==> config.mk <==
export PLATFORM = sky130hd
export DESIGN_NAME = conv_encoder
export DESIGN_NICKNAME = d
export VERILOG_FILES = /design/src/rtl/conv_encoder.sv
export SDC_FILE = /design/constraint.sdc
export NUM_CORES = 1
export LEC_CHECK = 0
export CORE_AREA = 10 10 47 49
export CTS_CLUSTER_DIAMETER = 40
export DETAILED_ROUTE_END_ITERATION = 10
export DIE_AREA = 0 0 57 59
export HOLD_SLACK_MARGIN = 0.06
export PLACE_DENSITY = 0.64
export SYNTH_ARGS = -nofsm -noshare
export SYNTH_HDL_FRONTEND = slang
export SYNTH_SLANG_ARGS = --single-unit
==> constraint.sdc <==
create_clock -name clk -period 1.14 [get_ports clk]
set_input_delay 0.171 -clock clk [delete_from_list [all_inputs] [get_ports clk]]
set_output_delay 0.171 -clock clk [all_outputs]
set_load 0.02 [all_outputs]
==> src/rtl/conv_encoder.sv <==
// Rate-1/2, K=3 convolutional encoder with valid/ready streaming and optional
// zero-tail termination so every frame leaves the trellis in state 00.
module conv_encoder #(
  parameter logic [2:0] G0        = 3'b111,
  parameter logic [2:0] G1        = 3'b101,
  parameter bit         TERMINATE = 1'b1
) (
  input  logic       clk,
  input  logic       rst,
  input  logic       in_bit,
  input  logic       in_valid,
  input  logic       in_last,
  output logic       in_ready,
  output logic [1:0] enc_pair,
  output logic       out_valid,
  output logic       out_last,
  input  logic       out_ready,
  output logic       busy
);

  // Handshake: a transfer happens on a rising edge where valid && ready; the
  // producer holds data stable while valid && !ready, and ready never waits on valid.
  typedef enum logic [1:0] {
    IDLE = 2'd0,
    DATA = 2'd1,
    TAIL = 2'd2
  } state_e;

  state_e     state_q, state_d;
  logic [1:0] sr_q, sr_d;
  logic       tcnt_q, tcnt_d;
  logic [1:0] enc_q, enc_d;
  logic       out_valid_q, out_valid_d;
  logic       out_last_q, out_last_d;

  logic       out_free;
  logic       accept;
  logic       tail_step;
  logic       b;
  logic [2:0] w;
  logic [1:0] pair;

  always_comb begin
    out_free  = !out_valid_q || out_ready;
    in_ready  = (state_q != TAIL) && out_free;
    accept    = in_valid && in_ready;
    tail_step = (state_q == TAIL) && out_free;
    b         = accept ? in_bit : 1'b0;
    w         = {b, sr_q};
    pair      = {^(w & G0), ^(w & G1)};

    state_d     = state_q;
    sr_d        = sr_q;
    tcnt_d      = tcnt_q;
    enc_d       = enc_q;
    out_valid_d = out_valid_q;
    out_last_d  = out_last_q;

    if (out_valid_q && out_ready) begin
      out_valid_d = 1'b0;
      out_last_d  = 1'b0;
    end

    if (accept) begin
      enc_d       = pair;
      out_valid_d = 1'b1;
      out_last_d  = 1'b0;
      sr_d        = {b, sr_q[1]};
      if (in_last) begin
        if (TERMINATE) begin
          state_d = TAIL;
          tcnt_d  = 1'b0;
        end else begin
          // Unterminated frames still start the next frame from a clean register.
          state_d    = IDLE;
          sr_d       = 2'b00;
          out_last_d = 1'b1;
        end
      end else begin
        state_d = DATA;
      end
    end else if (tail_step) begin
      enc_d       = pair;
      out_valid_d = 1'b1;
      sr_d        = {1'b0, sr_q[1]};
      tcnt_d      = tcnt_q + 1'b1;
      out_last_d  = tcnt_q;
      if (tcnt_q) begin
        state_d = IDLE;
      end
    end
  end

  always_ff @(posedge clk) begin
    if (rst) begin
      state_q     <= IDLE;
      sr_q        <= 2'b00;
      tcnt_q      <= 1'b0;
      enc_q       <= 2'b00;
      out_valid_q <= 1'b0;
      out_last_q  <= 1'b0;
    end else begin
      state_q     <= state_d;
      sr_q        <= sr_d;
      tcnt_q      <= tcnt_d;
      enc_q       <= enc_d;
      out_valid_q <= out_valid_d;
      out_last_q  <= out_last_d;
    end
  end

  assign enc_pair  = enc_q;
  assign out_valid = out_valid_q;
  assign out_last  = out_last_q;
  assign busy      = (state_q != IDLE) || out_valid_q;

endmodule

==> results by group, run 1 <==
Outcome
  • Status: finished, violations left
  • Violated checks: negative setup slack

Synth
  • Fraction of the yosys area taken by sequential cells: between 40% and 50%
  • Avg Inst Size Synth: about 9 um2
  • Yosys reg bits: 9
  • Cell type with the largest total area after synthesis: sky130_fd_sc_hd__dfxtp_1
  • Post-Synthesis Net Count: between 50 and 60
  • Post-Syn Area: about 430 um2
  • Cells after Synth: between 40 and 50
  • Number of warnings reported in the yosys synthesis log: 0
  • Netlist cell types: 24
  • Leading post-synthesis cells by cell area: sky130_fd_sc_hd__dfxtp_1, sky130_fd_sc_hd__a21oi_1, sky130_fd_sc_hd__nor2b_4
  • Top-area cell type share of the netlist area: between 40% and 50%

Worst setup path
  • Critical path peak fanout: 4
  • Setup crit start kind: register
  • Number of cells on the worst reg-to-reg path: 5
  • Worst Path Required: 1.28 ns
  • Critical Path End Type: register
  • Data arrival time at the worst-slack endpoint: ~1.5 ns
  • Critical path start-end classification: reg2reg

Pwr
  • Power per cell area: ~1100 mW/mm2
  • Leakage power summed over all cells: 0.000321 uW
  • Highest ir drop seen on vdd: slightly above 0.6 mV

CTS
  • Maximum level of the CTS H-tree: 1
  • Number of buffers added by the clock tree synthesis step: 3
  • Number of buffers on the longest clock path: 2
  • Latest clock arrival within the worst-skew pair: between 0.2 and 0.3 ns
  • Clock tree from TritonCTS: yes
  • Num Clock Sinks: 9
  • Clk slew on worst S/H paths: 0.06 ns
  • Hold buffers post-CTS: 0
  • Root Driver: sky130_fd_sc_hd__clkbuf_4

Drt
  • Wire per inst: between 10 and 15 um
  • Number of nets still failing antenna checks after routing: 0
  • Detailed Routing Iterations Pass 1: 4
  • Ratio of routed vias to standard cells: 4.99
  • Post-detailed-route DRC marker count: 0
  • Number of vias in the routed layout: 484
  • Final wirelength: around 1300 um
  • First-iteration detailed-routing DRC count: 2

Timing
  • Final Hold Slack: between 0.3 and 0.4 ns
  • Final Setup Violations: 8
  • RSZ-0062 raised after global routing: yes
  • Shortest period the worst path allows: about 1.3 ns
  • Worst setup margin: -0.197 ns
  • Final Hold Viols: 0
  • Worst slew margin relative to its limit: between 80% and 90%
  • Maximum frequency from static timing analysis: about 0.75 GHz
  • Largest clock skew in the final design: roughly 0.00090 ns
  • Final Max Slew Viols: 0
  • Slew of the pin with the lowest slew margin: between 0.2 and 0.3 ns
  • Part of the cycle the worst path needs: 117%

Die
  • Area of the core region: ~0.0014 mm2
  • I/O pin cnt: 12
  • Die width: 57 um
  • DIE HEIGHT: just under 60 um
  • Number of rows in the core area: 14
  • Starting utilization of the core area: a little under a third
  • Die Area: 0.00336 mm2

Place
  • I/O Buffers: 11
  • Instance area after placement: around 670 um2
  • Gp weighted congestion: between 0.6 and 0.7
  • Pre-CTS setup slack: -0.556 ns
  • Half-perimeter wire length after placement: roughly 850 um

Min path
  • Hold-critical path depth: 3
  • Type of the most critical hold path: in2reg

Global routing
  • Antenna violations before repair: 0
  • Aggregate global-route resource usage: between 7 and 8%
  • Global-route wire length before repair: 2010 um
  • Maximum number of pins on one net before global-route repair: 7
  • Global route overflow: 0
  • Via count of the first global-routing pass: between 400 and 500

Finish
  • Share of layout cells above drive strength 1: roughly half
  • Area Overhead vs Synth: 87.0%
  • Filler cells: roughly 140
  • Number of antenna repair diodes: 0
  • Final instance area: a little over 800 um2
  • Number of nets at the end of the flow: slightly below 90

Run
  • Max-cap violations: 0
==> flip-flops by register name, indices dropped and copies added, names as in the netlist <==
register,count
enc_pair,2
sr_q,2
state_q,2
out_last,1
out_valid,1
tcnt_q,1
==> cell type report <==
type                    instances  area (um2)  area share (%)
inverters                       1        3.75           0.464
flip-flops and latches          9         186            23.0
well taps                      16        20.0            2.47
multi-input cells              37         317            39.1
repair buffers                 30         256            31.7
clock buffers                   4        26.3            3.25
==> worst paths after layout <==
kind                                   from     endpoint  slack, ns
worst max-delay path             state_q[1]  enc_pair[1]      -0.20
worst min-delay path                 in_bit      sr_q[1]       0.34
worst max register to register   state_q[1]  enc_pair[1]      -0.20
worst min register to register  enc_pair[0]  enc_pair[0]       0.45
==> worst max-delay path: stages, from the launching register on <==
cell and delay (ns):
sky130_fd_sc_hd__dfxtp_2 0.32, sky130_fd_sc_hd__nor2b_4 0.13, sky130_fd_sc_hd__buf_6 0.12, sky130_fd_sc_hd__o31a_1 0.31, sky130_fd_sc_hd__o211ai_1 0.20, sky130_fd_sc_hd__o311ai_1 0.13
==> stage by stage <==
stage | instances | power [uW] | util (%) | TNS [ns]
after floorplan | 48 | 448 | - | 0
after global placement | 88 | 558 | 47.9 | -3.90
after detailed placement | 88 | 559 | 47.9 | -4.07
after CTS | 94 | 829 | 53.5 | -0.613
after global routing | 97 | 906 | 57.8 | -1.27
final | 97 | 854 | 57.8 | -0.720
==> layer usage <==
layer / vias to the layer above / global-route usage, % / routed length, um
li1: 247 / - / -
met5: - / 0 / 0
met1: 226 / 6.94 / 517
met4: 0 / 5.03 / 11
met3: 2 / 3.65 / 73
met2: 9 / 13.0 / 706
==> where the power goes <==
group / switching (uW) / total, uW / internal, uW / leakage (uW)
sequential: 15.7 / 350 / 334 / 0.0000749
clock: 116 / 252 / 135 / 0.0000150
combinational: 118 / 253 / 134 / 0.000231
total: 250 / 854 / 604 / 0.000321
==> cell families after synthesis <==
logic type	share of synthesized area [%]
compound gates	24.9
buf+inv	1.73
flops	41.6
simple gates	31.8
==> layout by cell type, fill, tap and decap left out, drive strengths merged <==
cell	netlist	routed
dlygate4sd2	0	4
dfxtp	9	9
nand2b	1	1
nor4	1	1
a21oi	8	8
o311ai	2	2
buf	0	22
clkdlybuf4s15	0	2
inv	1	1
nor2	3	3
or2b	1	1
clkbuf	1	4
nand3	2	2
nand4	1	1
nor2b	2	2
or3	2	2
nand2	5	5
nor3b	1	1
o21ai	2	2
nand3b	2	2
clkdlybuf4s50	0	2
o211ai	2	2
a32oi	1	1
o31a	1	1
==> what timing repair did <==
item | in CTS | in global routing
cloned | 0 | 0
hold endpoints to repair | 0 | 0
setup endpoints to repair | 14 | 11
pin swaps | 8 | 9
setup buffers | 2 | 3
gates resized for setup | 32 | 10
==> cells in the mapped netlist (all sizes together) <==
cell / n
dfxtp: 9
a21oi: 8
nand2: 5
nor2: 3
nand3: 2
nand3b: 2
nor2b: 2
o211ai: 2
o21ai: 2
o311ai: 2
or3: 2
a32oi: 1
clkbuf: 1
inv: 1
nand2b: 1
nand4: 1
nor3b: 1
nor4: 1
o31a: 1
or2b: 1
Note: power is estimated with default switching activity, not from simulation.
==> inputs of run 2 (changes only) <==
Settings changed: ABC_AREA set to 1, PLACE_DENSITY 0.64 to 0.65.
==> results by group, run 2 <==
Outcome
  • Status: finished, final reports clean

Min path
  • Type of the most critical hold path: reg2reg

Finish
  • Number of antenna repair diodes: 0 (unchanged)
  • Share of layout cells above drive strength 1: 32.9% (-19 points)
  • Filler cells: 148 (+8.0%)
  • Filler-free cell count of the finished design: 101 (+4.1%)
  • Area occupied by multi-input gates: 223 um2 (-30%)
  • Area of all sequential standard cells: 184 um2 (-1.3%)
  • Most frequent standard cell in the layout excluding fill and tap cells: sky130_fd_sc_hd__inv_1
  • Highest-count cells in the layout ignoring fill and taps: sky130_fd_sc_hd__inv_1, sky130_fd_sc_hd__nor2_1, sky130_fd_sc_hd__nand2_1
  • Area Overhead vs Synth: 52.4%
  • Number of nets at the end of the flow: 92 (+4.5%)

Pwr
  • Leakage power summed over all cells: 0.000330 uW (+2.9%)
  • Power per cell area: 1230 mW/mm2 (+17%)
  • Final Total Pwr: 830 uW (-2.8%)
  • Highest ir drop seen on vdd: 0.575 mV (-7.3%)

Worst setup path
  • Gate family responsible for the most delay along the worst path: flip-flops
  • Worst path max stage delay: 0.32 ns (about the same)
  • Cell type of the slowest stage on the worst timing path: sky130_fd_sc_hd__dfxtp_2
  • Critical path start-end classification: reg2out
  • Critical Path End Type: primary output
  • Critical Path, Cell by Cell: inv_2, nand2_4, nand2_2, inv_1, buf_4
  • Worst Path Required: 0.97 ns (-0.31 ns)
  • Critical path peak fanout: 2 (-2)
  • Data arrival time at the worst-slack endpoint: 0.96 ns (-0.51 ns)
  • Sum of buffers and inverters on the critical path: 3 (+2)
  • Setup crit start kind: register
  • Register-to-register setup slack: 0.02 ns (+0.22 ns)

Global routing
  • Aggregate global-route resource usage: 6.30% (-1.2 points)
  • Met2 global-route usage: 9.61% (-3.4 points)
  • Global route overflow: 0 (unchanged)
  • Via count of the first global-routing pass: 429 (-11%)
  • Global-route wire length before repair: 1700 um (-15%)
  • GR Util met1: 6.50% (-0.44 points)
  • Maximum number of pins on one net before global-route repair: 8 (+1)
  • Global route hottest layer: met2
  • Global-route met3 utilization: 3.65% (unchanged)
  • Antenna violations before repair: 0 (unchanged)

Synth
  • Share of the synthesized netlist area taken by xor and xnor gates: 1.98% (+2.0 points)
  • Ys flop type: sky130_fd_sc_hd__dfxtp_1
  • Asr flop ratio synth: 0% (unchanged)
  • Leading post-synthesis cells by cell area: sky130_fd_sc_hd__dfxtp_1, sky130_fd_sc_hd__inv_1, sky130_fd_sc_hd__nand2_1
  • Post-Synthesis Net Count: 69 (+28%)
  • Netlist cell types: 15 (-38%)
  • Cell type with the largest total area after synthesis: sky130_fd_sc_hd__dfxtp_1
  • Post-Syn Area: 442 um2 (+2.0%)
  • Mux contribution to synthesized area: 0% (unchanged)
  • Main combinational cell family by area after synthesis: simple AND/OR/NAND/NOR gates
  • EDFF count, synth: 0 (unchanged)
  • Share of synthesized cell area in full adder, half adder and majority cells: 0% (unchanged)
  • Fraction of the yosys area taken by sequential cells: 40.8% (-0.83 points)
  • Cells after Synth: 63 (+31%)
  • Number of warnings reported in the yosys synthesis log: 0 (unchanged)
  • Cell with the most instances after synthesis: sky130_fd_sc_hd__inv_1
  • Avg Inst Size Synth: 7.01 um2 (-22%)
  • Top-area cell type share of the netlist area: 40.8% (-0.83 points)
  • Compound-gate portion of the synthesized area: 13.3% (-12 points)
  • Simple logic cell fraction of the synthesized area: 32.0% (+0.22 points)
  • Leading cell types by count after synthesis: sky130_fd_sc_hd__inv_1, sky130_fd_sc_hd__nand2_1, sky130_fd_sc_hd__nor2_1, sky130_fd_sc_hd__dfxtp_1, sky130_fd_sc_hd__nand3_1
  • Yosys reg bits: 9 (unchanged)

Timing
  • Part of the cycle the worst path needs: 99.1% (-18 points)
  • Worst slew margin relative to its limit: 83.8% (+2.4 points)
  • Maximum frequency from static timing analysis: 0.885 GHz (+18%)
  • Worst setup margin: 0.00980 ns (+0.207 ns)
  • Largest clock skew in the final design: 0.00440 ns (+0.00351 ns)
  • Slew of the pin with the lowest slew margin: 0.242 ns (-0.0342 ns)
  • Final Hold Viols: 0 (unchanged)
  • RSZ-0062 raised after global routing: yes
  • Final Setup Violations: 0 (-8)
  • Shortest period the worst path allows: 1.13 ns (-0.207 ns)
  • Final Max Slew Viols: 0 (unchanged)
  • Final Hold Slack: 0.488 ns (+0.144 ns)

Die
  • I/O pin cnt: 12 (unchanged)
  • Die width: 57 um (unchanged)
  • Starting utilization of the core area: 31.5% (+0.63 points)
  • Area of the core region: 0.00140 mm2 (unchanged)
  • Number of rows in the core area: 14 (unchanged)
  • Die Area: 0.00336 mm2 (unchanged)
  • DIE HEIGHT: 59 um (unchanged)

Place
  • Cell count after placement: 96 (+9.1%)
  • I/O Buffers: 11 (unchanged)
  • Gp weighted congestion: 0.723 (+7.4%)
  • Pre-CTS setup slack: -0.489 ns (+0.0670 ns)
  • Half-perimeter wire length after placement: 779 um (-8.1%)

CTS
  • Root Driver: sky130_fd_sc_hd__clkbuf_4
  • Clock tree from TritonCTS: yes
  • Clk slew on worst S/H paths: 0.06 ns (about the same)
  • Number of buffers on the longest clock path: 2 (unchanged)
  • Maximum level of the CTS H-tree: 1 (unchanged)
  • Num Clock Sinks: 9 (unchanged)
  • Latest clock arrival within the worst-skew pair: 0.27 ns (about the same)
  • Hold buffers post-CTS: 0 (unchanged)
  • Number of buffers added by the clock tree synthesis step: 3 (unchanged)

Drt
  • Number of nets still failing antenna checks after routing: 0 (unchanged)
  • Wire per inst: 10.1 um (-25%)
  • Detailed Routing Iterations Pass 1: 2 (-2)
  • Number of vias in the routed layout: 447 (-7.6%)
  • Final wirelength: 1020 um (-22%)
  • Ratio of routed vias to standard cells: 4.43 (-11%)
  • First-iteration detailed-routing DRC count: 4 (+2)
  • Post-detailed-route DRC marker count: 0 (unchanged)

Run
  • Max-cap violations: 0 (unchanged)
## run 2: per-stage QoR
stage          area (um2)  util, %  setup TNS, ns
2_1_floorplan         442        -              0
3_3_place_gp          617     44.0          -2.91
3_5_place_dp          617     44.0          -2.85
4_1_cts               654     46.7        -0.0353
5_1_grt               673     48.0         -0.255
6_report              673     48.0              0
## run 2: repair_timing
item | in CTS | in global routing
gates resized for setup | 21 | 10
pin swaps | 5 | 8
setup buffers | 2 | 1
setup endpoints to repair | 12 | 13
## run 2: kinds of logic (layout without fill, tap and decap cells)
group | Yosys count | count (layout)
xor gates and xnor gates | 1 | 1
AOI/OAI and AO/OA | 9 | 9
DFF | 9 | 9
buffers and inverters | 14 | 36
and+or+nand+nor | 30 | 30
## run 2: routing by layer
metal,part of all wire [%],vias up
met5,0,-
met4,2.5,0
met3,11,3
met2,45,12
met1,41,196
li1,-,236
## run 2: worst paths after layout
| check | end | from | depth (start not counted) |
|---|---|---|---|
| min | sr_q[1] | sr_q[1] | 2 |
| max | in_ready | state_q[0] | 5 |
| max reg2reg | tcnt_q | state_q[0] | 8 |
| min reg2reg | sr_q[1] | sr_q[1] | 2 |
## run 2: area by class of cell
class | count | share of cell area (%)
multi-input combinational | 40 | 33.1
inverter | 14 | 8.18
sequential | 9 | 27.3
tap | 16 | 2.97
clock buffer | 4 | 3.90
timing repair buffer | 18 | 24.5
## run 2: where the power goes
part           leakage (uW)  switching [uW]  internal (uW)  total, uW
sequential        0.0000750            17.7            340        358
clock             0.0000150             117            135        252
combinational      0.000240             117            103        220
## run 2: worst min-delay path, stage by stage (launching register included)
cell and delay [ns]:
sky130_fd_sc_hd__dfxtp_1 0.33, sky130_fd_sc_hd__nand2_1 0.07, sky130_fd_sc_hd__a21oi_1 0.05
